`src/rtl/clk_ratio_monitor.sv`:
```
// clk_ratio_monitor: measures an asynchronous divided clock (mon_in) in the
// clk domain. It reports the period and high time, raises locked after LOCK_N
// consecutive periods equal to `expected`, and sets a sticky err on loss of
// lock or on timeout.
// Optional feature macro: CLK_MON_DUTY_EN. When it is defined, the monitor
// also checks duty cycle while locked. When it is undefined, there is no
// high-time counter and high_time is tied to 0.
//
// state      | meaning
// -----------+-------------------------------------------------------------
// ST_IDLE    | disabled or just reset; counters held at zero
// ST_WAIT    | armed, discarding the partial period up to the first rise
// ST_MEASURE | every rise closes a full period and produces a valid pulse
module clk_ratio_monitor #(
  parameter int CNT_W  = 8,
  parameter int LOCK_N = 4
) (
  input  logic             clk,
  input  logic             reset,
  input  logic             enable,
  input  logic             mon_in,
  input  logic [CNT_W-1:0] expected,
  input  logic             err_clr,
  output logic [CNT_W-1:0] period,
  output logic [CNT_W-1:0] high_time,
  output logic             valid,
  output logic             locked,
  output logic             err
);

  typedef enum logic [1:0] {ST_IDLE, ST_WAIT, ST_MEASURE} state_t;

  localparam logic [CNT_W-1:0] CNT_MAX = '1;
  localparam logic [3:0]       LOCK_V  = 4'(LOCK_N);

  state_t           state, state_nxt;
  logic             s_meta, s, s_d, rise;
  logic [CNT_W-1:0] cnt;
  logic [3:0]       match_cnt;
  logic [4:0]       match_inc;
  logic             timeout, meas_evt, match, duty_bad, err_set;

  // two-flop synchroniser plus a delay flop for rising-edge detection
  always_ff @(posedge clk or posedge reset) begin
    if (reset) begin
      s_meta <= 1'b0;
      s      <= 1'b0;
      s_d    <= 1'b0;
    end else begin
      s_meta <= mon_in;
      s      <= s_meta;
      s_d    <= s;
    end
  end

  assign rise = s & ~s_d;

  // state register
  always_ff @(posedge clk or posedge reset) begin
    if (reset) state <= ST_IDLE;
    else       state <= state_nxt;
  end

  // next-state logic; disabling the monitor always returns it to idle
  always_comb begin
    state_nxt = state;
    if (!enable) begin
      state_nxt = ST_IDLE;
    end else begin
      case (state)
        ST_IDLE:    state_nxt = ST_WAIT;
        ST_WAIT:    if (rise) state_nxt = ST_MEASURE;
        ST_MEASURE: if (timeout) state_nxt = ST_WAIT;
        default:    state_nxt = ST_IDLE;
      endcase
    end
  end

  // FSM outputs: a timeout or a completed-period event for this cycle
  always_comb begin
    timeout  = 1'b0;
    meas_evt = 1'b0;
    if (enable && (state != ST_IDLE)) begin
      timeout  = !rise && (cnt == CNT_MAX);
      meas_evt = rise && (state == ST_MEASURE);
    end
  end

  // period counter; a rise restarts it at 1 so that it holds the full period at the next rise
  always_ff @(posedge clk or posedge reset) begin
    if (reset)                          cnt <= '0;
    else if (!enable || state == ST_IDLE) cnt <= '0;
    else if (rise)                      cnt <= 1'b1;
    else if (timeout)                   cnt <= '0;
    else                                cnt <= cnt + 1'b1;
  end

`ifdef CLK_MON_DUTY_EN
  logic [CNT_W-1:0] hcnt;
  logic [CNT_W+1:0] dbl, per;
  localparam logic [CNT_W+1:0] ONE_W = 1;

  // high-time counter; the rise cycle itself is high, so it also starts at 1
  always_ff @(posedge clk or posedge reset) begin
    if (reset)                          hcnt <= '0;
    else if (!enable || state == ST_IDLE) hcnt <= '0;
    else if (rise)                      hcnt <= 1'b1;
    else if (timeout)                   hcnt <= '0;
    else if (s)                         hcnt <= hcnt + 1'b1;
  end

  // duty check: twice the high time must be within +/-1 of the period
  always_comb begin
    dbl      = {1'b0, hcnt, 1'b0};
    per      = {2'b00, cnt};
    duty_bad = !(((dbl + ONE_W) >= per) && (dbl <= (per + ONE_W)));
  end

  // capture the high time together with the period
  always_ff @(posedge clk or posedge reset) begin
    if (reset)         high_time <= '0;
    else if (meas_evt) high_time <= hcnt;
  end
`else
  assign duty_bad  = 1'b0;
  assign high_time = '0;
`endif

  assign match     = (expected != '0) && (cnt == expected);
  assign match_inc = {1'b0, match_cnt} + 5'd1;
  assign err_set   = timeout ||
                     (meas_evt && locked && (!match || duty_bad));

  // capture the period and pulse valid one cycle after the closing rise
  always_ff @(posedge clk or posedge reset) begin
    if (reset) begin
      period <= '0;
      valid  <= 1'b0;
    end else begin
      valid <= meas_evt;
      if (meas_evt) period <= cnt;
    end
  end

  // lock tracking; any mismatch, duty violation, timeout or disable drops lock
  always_ff @(posedge clk or posedge reset) begin
    if (reset) begin
      match_cnt <= '0;
      locked    <= 1'b0;
    end else if (!enable || timeout) begin
      match_cnt <= '0;
      locked    <= 1'b0;
    end else if (meas_evt) begin
      if (!match || (locked && duty_bad)) begin
        match_cnt <= '0;
        locked    <= 1'b0;
      end else begin
        if (match_cnt < LOCK_V) match_cnt <= match_inc[3:0];
        if (match_inc >= {1'b0, LOCK_V}) locked <= 1'b1;
      end
    end
  end

  // sticky error; a set event takes priority over err_clr in the same cycle
  always_ff @(posedge clk or posedge reset) begin
    if (reset)        err <= 1'b0;
    else if (err_set) err <= 1'b1;
    else if (err_clr) err <= 1'b0;
  end

endmodule
```
`config.mk`:
```
export PLATFORM = sky130hd
export DESIGN_NAME = clk_ratio_monitor
export DESIGN_NICKNAME = d
export VERILOG_FILES = /design/src/rtl/clk_ratio_monitor.sv
export SDC_FILE = /design/constraint.sdc
export NUM_CORES = 1
export LEC_CHECK = 0
export CORE_UTILIZATION = 49
export CTS_CLUSTER_SIZE = 40
export DETAILED_ROUTE_END_ITERATION = 10
export GPL_TIMING_DRIVEN = 0
export PLACE_DENSITY = 0.84
export SYNTH_ARGS = -nofsm -noshare
export SYNTH_HDL_FRONTEND = slang
export SYNTH_SLANG_ARGS = --single-unit
```
`constraint.sdc`:
```
create_clock -name clk -period 2.01 [get_ports clk]
set_input_delay 0.402 -clock clk [delete_from_list [all_inputs] [get_ports clk]]
set_output_delay 0.402 -clock clk [all_outputs]
set_load 0.005 [all_outputs]
```
Word level (Yosys, flattened, before mapping)
Cells that the tools add are included.
W data, S select, Z words.

storage, ports and cells
  register bits = 28
  output and inout port bits = 19

cells by class
  add/sub/neg operators = 2
  $lt $le $gt $ge = 2
  equality and inequality tests = 8
  multiplexer cells = 19
  bitwise gates (word level) = 2
  reduce and logical (&&, ||, !) cells = 20

operator list
  operator               count
  $mux W8                3
  $mux W4                4
  $add A8 B1 Y8 const B  1
  $eq A8 B8 Y1           1
  $eq A8 B8 Y1 const B   1
  $mux W1                8
  $reduce_bool A8 Y1     1
  $logic_and A1 B1 Y1    6
  $mux W2                3
  $ne A3 B1 Y1 const B   2
  $ne A3 B3 Y1 const B   2
  $pmux W2 S3            1
  $reduce_and A2 Y1      3
  $reduce_bool A2 Y1     3
  $add A4 B1 Y5 const B  1
  $ge A5 B3 Y1 const B   1
  $lt A4 B3 Y1 const B   1
  $logic_not A1 Y1       3
  $logic_or A1 B1 Y1     3
  $eq A2 B1 Y1 const B   1
  $eq A2 B2 Y1 const B   1
  $logic_not A2 Y1       1
  $and A1 B1 Y1          1
  $not A1 Y1             1

Depth between registers and ports, before layout
  depth after elaboration = 8
  mapped depth = 6
  depth with buffers taken out = 6

Least setup slack after synthesis
Ideal clock, no wire load.

  kind = register to register
  start point = register cnt[0]
  end point = register match_cnt[0]
  arrival = 1,509 ps
  data required time = 1,885 ps
  setup slack = 376 ps
  stages on the path, launching flop included = 7
  path buffers = 0
  clock period less this slack = 1,634 ps
  cell sequence = dfrtp_1 > ha_1 > and4_4 > a21oi_1 > o21ai_2 > and3b_1 > mux2_2

between the ends
  longest elaborated chain between the ends = 6
  elaborated cells on any way between the ends = 12
  classes of those cells = eq/ne (3); mux (4); reduce/logical (5)

RTL lines
  what                                                                 RTL line  RTL
  start: declaration                                                   38        logic [CNT_W-1:0] cnt;
  start signal: assignment                                             95        else cnt <= cnt + 1'b1;
  $eq A8 B8 Y1                                                         84        timeout = !rise && (cnt == CNT_MAX);
  $logic_and A1 B1 Y1                                                  84
  $mux W1                                                              83        if (enable && (state != ST_IDLE)) begin
  $logic_or A1 B1 Y1                                                   150       end else if (!enable || timeout) begin
  $ne A3 B1 Y1 (no source line) or $reduce_bool A2 Y1 (tied branches)  n/a
  $reduce_and A2 Y1 (no source line)                                   n/a
  end signal: assignment                                               158       if (match_cnt < LOCK_V) match_cnt <= match_inc[3:0];
  end: declaration                                                     39        logic [3:0] match_cnt;

Parallel ways exist; a longest one is shown, timed or not. The select of a mux whose other input is x is not followed.
A chain may end at the register's enable or synchronous reset.

Worst setup path in the final report
Same ends and word-level chain as after synthesis.

==> flow_summary_export.csv <==
group,metric,value,unit
outcome,outcome,"completed",
synthesis,syn_area,1410,sq um
floorplan,die_x,55.7,um
synthesis,synth_xor_area_frac,0.0867,
power,p_comb_frac,0.110,
setup_path,slowest_delay,0.50,ns
clock_tree,post_cts_buffers,0,
clock_tree,cts_tree,"done",
power,p_total,967,uW
timing,tns,0,ns
setup_path,crit_path_end_kind,"flop",
placement,globalplace.congestion,0.809,
setup_path,path_max_fanout,6,
synthesis,synth_top_family_by_area,"simple AND/OR/NAND/NOR gates",
power,ir_drop,407,uV
grt,grt_pass1_vias,1059,
timing,finalCritPeriodShare,0.913,
floorplan,initial_core_util,0.517,
synthesis,synth.mux.area_fraction,0.0717,
setup_path,r2r-end,"match_cnt[0]",
placement,hpwl,1970,um
synthesis,syn_inst,129,
setup_path,critical_path_buf_inv_count,0,
floorplan,die_area,3100,sq um
floorplan,die_y,55.7,um
power,p_int,737,uW
route,vias,1058,
synthesis,seq_area_frac_synth,0.496,
clock_tree,cts_hold_buf,0,
final_layout,fill_cells,229,
placement,portBuffers,23,
final_layout,stdcell_area,1750,sq um
clock_tree,cts_root_buf,"clkbuf_4",
clock_tree,clock_latency,0.34,ns
synthesis,ys.flop_type,"dfrtp_1",
timing,hold_violations,0,
power,pwr-share-seq,0.602,
setup_path,r2r_cells,6,
final_layout,area_delta_synth_final,23.5,%
final_layout,drive_gt1_frac,0.190,
timing,period_needed,1.84,ns
timing,fmax,545,MHz
setup_path,cp_slowest_cell,"dfrtp_1",
timing,drv_slew,0,
power,clkPwrFrac,0.287,
route,route.detailed.drc,0,
timing,max_slew_margin,0.287,
grt,antenna_found_initial,0,
clock_tree,cts.clk_slew.worst_paths,0.15,ns
setup_path,cp.required,2.25,ns
setup_path,r2r-start,"cnt[0]",
timing,setup_violations,0,
setup_path,crit_start,"cnt[0]",
synthesis,synth_seq_cells,28,
synthesis,synth.distinct_cells,35,
synthesis,synthArstFlopShare,1.00,
setup_path,crit_end,"match_cnt[0]",
timing,tightestPinTransition,1.07,ns
setup_path,crit_family,"simple AND/OR/NAND/NOR gates",
setup_path,cp.depth,6,
synthesis,synth_top_area_frac,0.496,
power,netSwitchingFraction,0.237,
floorplan,fp.coreArea,2730,sq um
setup_path,path_class,"reg -> reg",
synthesis,synthAdderAreaFrac,0.0177,
run,drv_cap,0,
power,power.switching,229,uW
grt,grt-ovfl-total,0,
clock_tree,cts_buffer_depth,2,
route,post_drt_wl_per_cell,13.9,um
grt,top_usage_layer,"met2",
grt,grt_max_degree,29,
grt,met3_usage,0.0442,
final_layout,antennaDiodeCount,0,
clock_tree,cts_htree_levels,1,
route,drt_wl_total,2700,um
synthesis,synth_top_cell_by_area,"dfrtp_1",
setup_path,r2r_slack,0.17,ns
worst_hold_path,hold_class,"reg -> reg",
synthesis,synth-simple-area-share,0.204,
grt,grt_pass1_wl,4550,um
clock_tree,numCtsBuffers,3,
power,p_leak,0.000858,uW
timing,fin_skew,0.00912,ns
clock_tree,numClockSinks,28,
synthesis,yosysWarnings,0,
timing,rsz0062_at_grt,"no",
grt,use_met2,0.305,
route,ant_nets,0,
route,firstDrtPassIters,4,
synthesis,synth-edff-count,0,
floorplan,io_pins,32,
setup_path,crit_chain,"ha_1 -> and4_4 -> a41oi_2 -> nand4_2 -> and3b_1 -> mux2_2",
grt,grt_use_total,0.189,
final_layout,nNetsFinal,179,
setup_path,cp.arrival,2.08,ns
route,first_iter_violations,17,
route,routed_via_density,5.45,
power,p_per_area,554,nW/um^2
synthesis,synth_compound_area_frac,0.0628,
synthesis,avgSynthCellArea,11.0,sq um
grt,gr-usage-met1,0.238,
clock_tree,cts_resized,0,
synthesis,synth_area_leaders,"dfrtp_1 50%, xor2_1 7.4%, mux2_2 7.2%",
placement,placed_area,1710,sq um
setup_path,start_kind,"flop",
floorplan,rows,19,
[layout by cell type (no fill, tap or decap), drive strengths merged, types with 2 or more instances in the layout]
master / count
nand2: 6
xor2: 12
o21ai: 4
dfrtp: 28
buf: 9
conb: 8
inv: 4
xnor2: 2
nand3: 8
nor2b: 2
and2: 3
a21oi: 4
mux2: 9
nor4: 4
clkdlybuf4s50: 23
and3: 3
ha: 2
o21a: 2
nor2: 15
clkbuf: 4
[through the flow]
step                cells  utilization  hold slack (ns)  setup slack (ns)
CTS                   194        0.638            0.374             0.167
floorplan             136            -            0.331             0.376
global route          194        0.638            0.390            0.0690
detailed placement    190        0.625            0.340           -0.0540
global placement      190        0.625            0.336            0.0145
finish                194        0.638            0.369             0.175
[cell usage after synthesis (2+ instances only)]
cell type	instances
a21oi_1	4
and2_1	2
and3_1	2
buf_4	9
dfrtp_1	28
ha_1	2
inv_1	4
mux2_2	9
nand2_1	6
nand3_1	8
nor2_1	15
nor2b_1	2
nor4_1	2
o21a_1	2
o21ai_0	2
xnor2_1	2
xor2_1	12
[routing by layer]
layer  wire length, um  share of wire
met3               149          0.055
met1              1200           0.44
met2              1290           0.48
met4                65          0.024
met5                 0              0
[worst min-delay path by stage]
stage               startpoint  end  slack [ns]  depth (start not counted)
global placement        s_meta    s        0.34                          0
global route            s_meta    s        0.39                          0
finish                  s_meta    s        0.37                          0
CTS                     s_meta    s        0.37                          0
floorplan               s_meta    s        0.33                          0
detailed placement      s_meta    s        0.34                          0
[sequential cells by signal, indices dropped and copies added (netlist names)]
name / flops
valid: 1
s: 1
err: 1
cnt: 8
state: 2
s_d: 1
match_cnt: 4
locked: 1
period: 8
s_meta: 1
[power by group through the flow]
stage          combinational (uW)  sequential (uW)  clock (uW)
2_1_floorplan                63.6              590           0
3_3_place_gp                  102              592           0
3_5_place_dp                  106              593           0
4_1_cts                       107              582         291
5_1_grt                       116              584         306
6_report                      106              582         278
[cells by family (layout without fill, tap and decap cells)]
logic type / Yosys count / in the layout
AO/OA/AOI/OAI: 13 / 13
XOR/XNOR: 14 / 14
adder cells (fa/ha/maj): 2 / 2
buffers and inverters: 13 / 40
flip-flops: 28 / 28
multiplexers: 9 / 9
other: 1 / 8
AND/OR/NAND/NOR: 49 / 49
[layout make-up]
type,instances,area [sq um],area share
flip-flops and latches,28,701,0.401
plain buffers,9,67.6,0.0387
repair buffers,23,230,0.132
multi-input cells,95,657,0.376
clock buffers,4,36.3,0.0208
inverters,4,15.0,0.00860
well taps,31,38.8,0.0222
No activity file was read; power rests on OpenSTA's default activity.
